### config.mk
export PLATFORM = sky130hd
export DESIGN_NAME = mem_arbiter
export DESIGN_NICKNAME = d
export VERILOG_FILES = /design/src/rtl/mem_arbiter.sv
export SDC_FILE = /design/constraint.sdc
export NUM_CORES = 1
export LEC_CHECK = 0
export ABC_CLOCK_PERIOD_IN_PS = 1900
export CAP_MARGIN = 15
export CORE_AREA = 3 3 125 127
export CTS_CLUSTER_DIAMETER = 50
export DETAILED_ROUTE_END_ITERATION = 10
export DIE_AREA = 0 0 128 130
export GPL_ROUTABILITY_DRIVEN = 0
export GPL_TIMING_DRIVEN = 0
export PLACE_DENSITY = 0.83
export SYNTH_ARGS = -nofsm -noshare
export SYNTH_HDL_FRONTEND = slang
export SYNTH_SLANG_ARGS = --single-unit
### constraint.sdc
create_clock -name clk -period 1.9 [get_ports clk]
set_clock_uncertainty 0.05 [all_clocks]
set_input_delay 0.38 -clock clk [delete_from_list [all_inputs] [get_ports clk]]
set_output_delay 0.38 -clock clk [all_outputs]
set_load 0.005 [all_outputs]
### src/rtl/mem_arbiter.sv
`default_nettype none
// ============================================================================
//  Module      : mem_arbiter
//  Description : Two-master (CPU / debug-loader) arbiter in front of a single
//                handshaked memory port. One access is in flight at a time:
//                IDLE -> BUSY (wait for mem_ready or timeout) -> DONE (ack).
//  Revision    : 1.0  initial release
// ----------------------------------------------------------------------------
//  Parameters
//    TIMEOUT      maximum BUSY cycles spent waiting for mem_ready (>= 1)
//
//  Optional feature macro
//    MEM_ARB_ROUND_ROBIN_EN  defined   : contention alternates between
//                                        masters using a last-grant register
//                            undefined : contention always goes to the CPU
//
//  Ports
//    clk, reset                     clock, synchronous active-high reset
//    cpu_req/we/addr/wdata   (in)   CPU request and its fields
//    cpu_rdata/ack/stall     (out)  CPU read data, completion pulse, stall
//    dbg_req/we/addr/wdata   (in)   debug request and its fields
//    dbg_rdata/ack           (out)  debug read data, completion pulse
//    mem_en/we/addr/wdata    (out)  memory access strobe and fields
//    mem_rdata, mem_ready    (in)   memory read data and completion
//    timeout_err             (out)  sticky flag: memory never answered
// ============================================================================
module mem_arbiter #(
    parameter int TIMEOUT = 15
) (
    input  logic        clk,
    input  logic        reset,
    input  logic        cpu_req,
    input  logic        cpu_we,
    input  logic [31:0] cpu_addr,
    input  logic [31:0] cpu_wdata,
    output logic [31:0] cpu_rdata,
    output logic        cpu_ack,
    output logic        cpu_stall,
    input  logic        dbg_req,
    input  logic        dbg_we,
    input  logic [31:0] dbg_addr,
    input  logic [31:0] dbg_wdata,
    output logic [31:0] dbg_rdata,
    output logic        dbg_ack,
    output logic        mem_en,
    output logic        mem_we,
    output logic [31:0] mem_addr,
    output logic [31:0] mem_wdata,
    input  logic [31:0] mem_rdata,
    input  logic        mem_ready,
    output logic        timeout_err
);

    // Wait counter is at least 4 bits and wide enough to hold TIMEOUT.
    localparam int CNT_W = ($clog2(TIMEOUT + 1) > 4) ? $clog2(TIMEOUT + 1) : 4;
    localparam logic [CNT_W-1:0] WAIT_LAST = CNT_W'(TIMEOUT - 1);

    localparam logic OWN_CPU = 1'b0;
    localparam logic OWN_DBG = 1'b1;

    typedef enum logic [1:0] {
        ST_IDLE = 2'd0,
        ST_BUSY = 2'd1,
        ST_DONE = 2'd2
    } state_t;

    state_t            state_q,     state_d;
    logic              owner_q,     owner_d;
    logic              mem_we_q,    mem_we_d;
    logic [31:0]       mem_addr_q,  mem_addr_d;
    logic [31:0]       mem_wdata_q, mem_wdata_d;
    logic [31:0]       cpu_rdata_q, cpu_rdata_d;
    logic [31:0]       dbg_rdata_q, dbg_rdata_d;
    logic [CNT_W-1:0]  wait_q,      wait_d;
    logic              timeout_q,   timeout_d;
    logic              grant_dbg;

`ifdef MEM_ARB_ROUND_ROBIN_EN
    logic              last_grant_q, last_grant_d;

    // Under contention the master that was not granted last wins; the
    // register resets to debug so the first contention goes to the CPU.
    assign grant_dbg = dbg_req & (~cpu_req | (last_grant_q == OWN_CPU));
`else
    // Fixed priority: the CPU always wins contention.
    assign grant_dbg = dbg_req & ~cpu_req;
`endif

    // ------------------------------------------------------------------
    // State register
    // ------------------------------------------------------------------
    always_ff @(posedge clk) begin
        if (reset) begin
            state_q      <= ST_IDLE;
            owner_q      <= OWN_CPU;
            mem_we_q     <= 1'b0;
            mem_addr_q   <= '0;
            mem_wdata_q  <= '0;
            cpu_rdata_q  <= '0;
            dbg_rdata_q  <= '0;
            wait_q       <= '0;
            timeout_q    <= 1'b0;
`ifdef MEM_ARB_ROUND_ROBIN_EN
            last_grant_q <= OWN_DBG;
`endif
        end else begin
            state_q      <= state_d;
            owner_q      <= owner_d;
            mem_we_q     <= mem_we_d;
            mem_addr_q   <= mem_addr_d;
            mem_wdata_q  <= mem_wdata_d;
            cpu_rdata_q  <= cpu_rdata_d;
            dbg_rdata_q  <= dbg_rdata_d;
            wait_q       <= wait_d;
            timeout_q    <= timeout_d;
`ifdef MEM_ARB_ROUND_ROBIN_EN
            last_grant_q <= last_grant_d;
`endif
        end
    end

    // ------------------------------------------------------------------
    // Next-state logic
    // ------------------------------------------------------------------
    always_comb begin
        state_d      = state_q;
        owner_d      = owner_q;
        mem_we_d     = mem_we_q;
        mem_addr_d   = mem_addr_q;
        mem_wdata_d  = mem_wdata_q;
        cpu_rdata_d  = cpu_rdata_q;
        dbg_rdata_d  = dbg_rdata_q;
        wait_d       = wait_q;
        timeout_d    = timeout_q;
`ifdef MEM_ARB_ROUND_ROBIN_EN
        last_grant_d = last_grant_q;
`endif

        case (state_q)
            ST_IDLE: begin
                if (cpu_req | dbg_req) begin
                    // Request fields are captured here once; later changes
                    // on the requester side have no effect on this access.
                    if (grant_dbg) begin
                        owner_d     = OWN_DBG;
                        mem_we_d    = dbg_we;
                        mem_addr_d  = dbg_addr;
                        mem_wdata_d = dbg_wdata;
                    end else begin
                        owner_d     = OWN_CPU;
                        mem_we_d    = cpu_we;
                        mem_addr_d  = cpu_addr;
                        mem_wdata_d = cpu_wdata;
                    end
`ifdef MEM_ARB_ROUND_ROBIN_EN
                    last_grant_d = grant_dbg ? OWN_DBG : OWN_CPU;
`endif
                    wait_d  = '0;
                    state_d = ST_BUSY;
                end
            end

            ST_BUSY: begin
                if (mem_ready) begin
                    // Only reads update the owner's read-data register.
                    if (!mem_we_q) begin
                        if (owner_q == OWN_DBG) begin
                            dbg_rdata_d = mem_rdata;
                        end else begin
                            cpu_rdata_d = mem_rdata;
                        end
                    end
                    state_d = ST_DONE;
                end else begin
                    wait_d = wait_q + CNT_W'(1);
                    // This is the TIMEOUT-th cycle without an answer: give
                    // up, flag it, and still complete the handshake so the
                    // requester is not left stalled forever.
                    if (wait_q == WAIT_LAST) begin
                        timeout_d = 1'b1;
                        state_d   = ST_DONE;
                    end
                end
            end

            ST_DONE: begin
                state_d = ST_IDLE;
            end

            default: begin
                state_d = ST_IDLE;
            end
        endcase
    end

    // ------------------------------------------------------------------
    // Outputs
    // ------------------------------------------------------------------
    assign mem_en      = (state_q == ST_BUSY);
    assign mem_we      = mem_we_q;
    assign mem_addr    = mem_addr_q;
    assign mem_wdata   = mem_wdata_q;
    assign cpu_rdata   = cpu_rdata_q;
    assign dbg_rdata   = dbg_rdata_q;
    assign timeout_err = timeout_q;

    // A single owner register makes simultaneous acks impossible.
    assign cpu_ack   = (state_q == ST_DONE) && (owner_q == OWN_CPU);
    assign dbg_ack   = (state_q == ST_DONE) && (owner_q == OWN_DBG);
    assign cpu_stall = cpu_req & ~cpu_ack;

endmodule
`default_nettype wire

* Word level (Yosys, flattened, before mapping)
Index checks and enable logic that the tools add are counted.
Operators by class: reductions and logical operators 10, eq/ne operators 6, muxes and demuxes 11, add/sub/neg operators 1, bitwise operators 8
Operator list (number):
- two-way mux 32 bit | 2
- two-way mux 4 bit | 2
- one-hot mux 4 bit (2 select lines) | 1
- AND reduction 4 bit | 2
- two-way mux 2 bit | 3
- AND reduction 3 bit | 2
- NOT 1 bit | 5
- adder 4 x 1 -> 4 bit, second input constant | 1
- equality test 4 bit, second input constant | 1
- inequality test 2 bit, second input constant | 2
- one-hot mux 2 bit (2 select lines) | 1
- AND reduction 2 bit | 2
- inequality test 3 x 1 -> 1 bit, second input constant | 1
- AND 1 bit | 2
- equality test 2 x 1 -> 1 bit, second input constant | 1
- equality test 2 bit, second input constant | 1
- logical AND 1 bit | 2
- logical NOT 2 bit | 1
- two-way mux 1 bit | 2
- nonzero test 2 bit | 1
- bitwise OR 1 bit | 1
Storage, ports and cells: input bits 167, flip-flop bits (word level) 137, word-level logic and storage cells 45

* Depth between registers and ports, before layout
depth after elaboration 4, gate-level depth with buffers 7, mapped depth without buffers 5

* Least setup slack after synthesis
Ideal clock, no wire load.
kind reg2reg, start register wait_q[0], end register wait_q[1], period minus slack after synthesis 1.546 ns, setup time 0.070 ns, setup slack 0.354 ns, path buffers 0, arrival 1.426 ns, data required time 1.780 ns, stages on the path, launching flop included 5, path through dfxtp_1 -> inv_1 -> ha_1 -> or4b_2 -> a21oi_1
On the way: word-level cells in the longest chain between the ends 3
Ends and longest elaborated chain:
- from (decl) | RTL line 74 | logic [CNT_W-1:0] wait_q, wait_d;
- from (signal assigned) | RTL line 114 | wait_q <= wait_d;
- adder 4 x 1 -> 4 bit | RTL line 175 | wait_d = wait_q + CNT_W'(1);
- two-way mux 4 bit | RTL line 164 | if (mem_ready) begin
- one-hot mux 4 bit (2 select lines) | RTL line 139 | case (state_q)
Every way passes these cells. The select of a mux whose other input is x is not followed. A chain may end at the register's enable or synchronous reset.

* Worst setup path in the final report
start register owner_q, end output port cpu_stall
On the way: word-level cells in the longest chain between the ends 4
Ends and longest elaborated chain:
- from (decl) | RTL line 68 | logic owner_q, owner_d;
- from (signal assigned) | RTL line 108 | owner_q <= owner_d;
- NOT 1 bit (no source line)
- logical AND 1 bit | RTL line 208 | assign cpu_ack = (state_q == ST_DONE) && (owner_q == OWN_CPU);
- NOT 1 bit | RTL line 210 | assign cpu_stall = cpu_req & ~cpu_ack;
- AND 1 bit | RTL line 210
- to (decl) | RTL line 38 | output logic cpu_stall,
Every way passes these cells.

==> impl_results.md <==
* Result of the run: finished clean
* Setup violators final at 0
* Lkg Pwr at about 3.4 nW
* Placed cell area at approximately 9000 um^2
* Syn Inst Count at between 600 and 700
* Area of the core at ~15,000 um^2
* Layout cell share with drive strength beyond 1 at a little under 8%
* Crit path buf inv count at 2
* Relative slew slack at 53.3%
* Mapped cell area at 5790 um^2
* Gr usage total at around a quarter
* Number of synthesized flops with an enable pin at 0
* Clock Root Buffer: clkbuf_16
* Total grt overflow at 0
* CP top delay family: buffers and inverters
* Chip Width at between 100 and 150 um
* Drt wl/cell at approximately 19 um
* Routed wire length at 21.7 mm
* Final cell count without fillers at around 1,200
* P per Cell Area at ~860 nW/um^2
* CP Cell Sequence: clkbuf_8, nor3b_4, nor2b_1, clkdlybuf4s15_1
* Crit-path max FO at 4
* ANT nets after route at 0
* Synthesis-to-finish area growth at 67.3%
* Most frequent cells in the layout: 294 x clkdlybuf4s50_1, 136 x dfxtp_1, 131 x a21oi_1, 67 x a211oi_1, 66 x nand3_1
* DR vias at ~6,300
* Area contributors post-synth: dfxtp_1 47%, a21oi_1 11%, mux2i_1 11%, a211oi_1 8.8%, nand3_1 5.7%
* Fin crit period at approximately 1800 ps
* Maximum clock path buffer count at 2
* CTS tree: yes
* DRC Markers at 0
* Nets@finish at 1,125
* Number of global-route vias before repair at ~6,300
* First-pass GRT wire length at approximately 33 mm
* Total power at ~0.0083 W
* Final slew viol count at 0
* Final core utilization at 66.7%
* Share of flip-flops with an asynchronous set or reset at 0%
* Net count after synthesis at 807
* TritonCTS buffer count at 17
* Skew-Pair Late Insertion Delay at 410 ps
* Initial antenna violation count at 0
* Worst Path Arrival at around 1400 ps
* Synthesis Warnings at 0
* CP max stage delay at about 330 ps
* Antenna diodes at 0
* HPWL Detailed at roughly 17 mm
* Vias/cell at ~5.5
* Critical-path top delay cell: dfxtp_2
* Crit end category: output pin
* Unrepaired setup endpoints after global routing: false
* Area of the die at between 15,000 and 20,000 um^2
* Synth cell types at 30
* Most common cell after layout, fill and taps aside: clkdlybuf4s50_1
* Critical path launch point type: flip-flop
* Synth Register Bits at between 100 and 150
* PortBufs at roughly 300
* Io pins at about 300
* Number of detailed-route iterations in the first pass at 6
* Initial core utilization at approximately two fifths
* Die Span Y at 130 um
* Post-route design area at around 9700 um^2
* Worst endpoint required time at between 1000 and 1500 ps
* Sequential fraction of the synthesis area at 47.3%
* PnR worst setup slack at a little over 60 ps
* Peak VDD IR at roughly 0.66 mV
* Clk sink count at between 100 and 150
* DP Cell Count at approximately 1,100
* Top_reg_cell synth: dfxtp_1
* Row cnt at 44
* MaxCap Viol Count at 0
* CTS Hold Bufs at 0
* Hold Vio Cnt, Final at 0
* Syn_area_per_cell at slightly above 9 um^2
* F_max at roughly 540 MHz
* CP Class: reg -> out
* Largest net degree at the start of global routing at 17
* Slew @ Worst Pin at approximately 700 ps
* Final period util at 96.8%
* Pre-CTS setup slack at -317 ps
* Reg clk slew, reported paths at 50 ps
* Initial DRC count at between 300 and 400
* Number of H-tree levels at 4
* Min-delay worst type: in -> reg
* Synth top area share at 47.3%
* Post-synth top area cell: dfxtp_1
[sequential cells by signal, summed over array words and instances, names as in the netlist]
register and count:
cpu_rdata 32, wait_q 4, dbg_rdata 32, mem_wdata 32, timeout_err 1, mem_we 1, owner_q 1, state_q 2
mem_addr 32
[metal layers]
metal,vias to the layer above,track usage [%],wire length (um)
li1,2999,-,-
met1,2956,28.6,8480
met2,298,43.6,10700
met3,55,5.69,1450
met4,0,13.9,988
met5,-,0,0
[synth_stat cells (2+ instances only)]
master and instances:
a211oi_1 68, o21ai_0 65, buf_6 3, nand3_1 66, inv_1 3, or4_1 2, mux2i_1 65, nor3b_1 4
clkbuf_1 42, o31ai_1 2, buf_2 23, nor3_1 2, nor2_1 2, buf_4 6, ha_1 2, a21oi_1 131
nor2b_1 3, dfxtp_1 137
[final timing paths]
check	end	slack (ps)	from	cells after the start
worst max register to register	owner_q	210	state_q[1]	5
worst max-delay path	cpu_stall	60	owner_q	4
worst min register to register	cpu_rdata[0]	430	cpu_rdata[0]	2
worst min-delay path	owner_q	290	cpu_req	2
[worst register-to-register path: cells and delay by family (launching register included)]
family | cells | cell delay (ps)
AND/OR/NAND/NOR | 1 | 200
buffers and inverters | 2 | 550
flip-flops | 1 | 290
AO/OA/AOI/OAI | 2 | 470
[per-stage QoR]
step	setup TNS, ps	hold slack [ps]
6_report	0	286
4_1_cts	0	425
3_5_place_dp	-25270	417
5_1_grt	0	300
2_1_floorplan	0	415
3_3_place_gp	-22020	412
[cell families (layout without fill, tap and decap cells)]
kind of cell,count (synthesis),after routing,synth area share (%)
AO/OA/AOI/OAI,270,270,26.5
flip-flops,137,137,47.3
AND/OR/NAND/NOR,85,85,7.97
buffers and inverters,78,408,6.35
multiplexers,65,65,11.2
adder cells (fa/ha/maj),2,2,0.432
XOR/XNOR,1,1,0.151
[area by class of cell]
type | instances | area [um^2]
flip-flops and latches | 137 | 2740
fillers | 1201 | 4840
inverters | 3 | 11.3
clock inverters | 7 | 114
plain buffers | 74 | 389
clock buffers | 24 | 502
multi-input cells | 423 | 2710
well taps | 184 | 230
repair buffers | 300 | 3000
[power by group]
group	internal, W	switching [W]	leakage, nW
combinational	0.000931	0.000757	2.00
clock	0.00223	0.00121	0.306
sequential	0.00308	0.000115	1.12
total	0.00624	0.00208	3.43
[repair_timing]
action | in CTS | in global routing
setup buffers | 1 | 0
setup endpoints to repair | 4 | 41
pin swaps | 1 | 1
gates resized for setup | 19 | 11
Power figures use the tool's default switching activity.
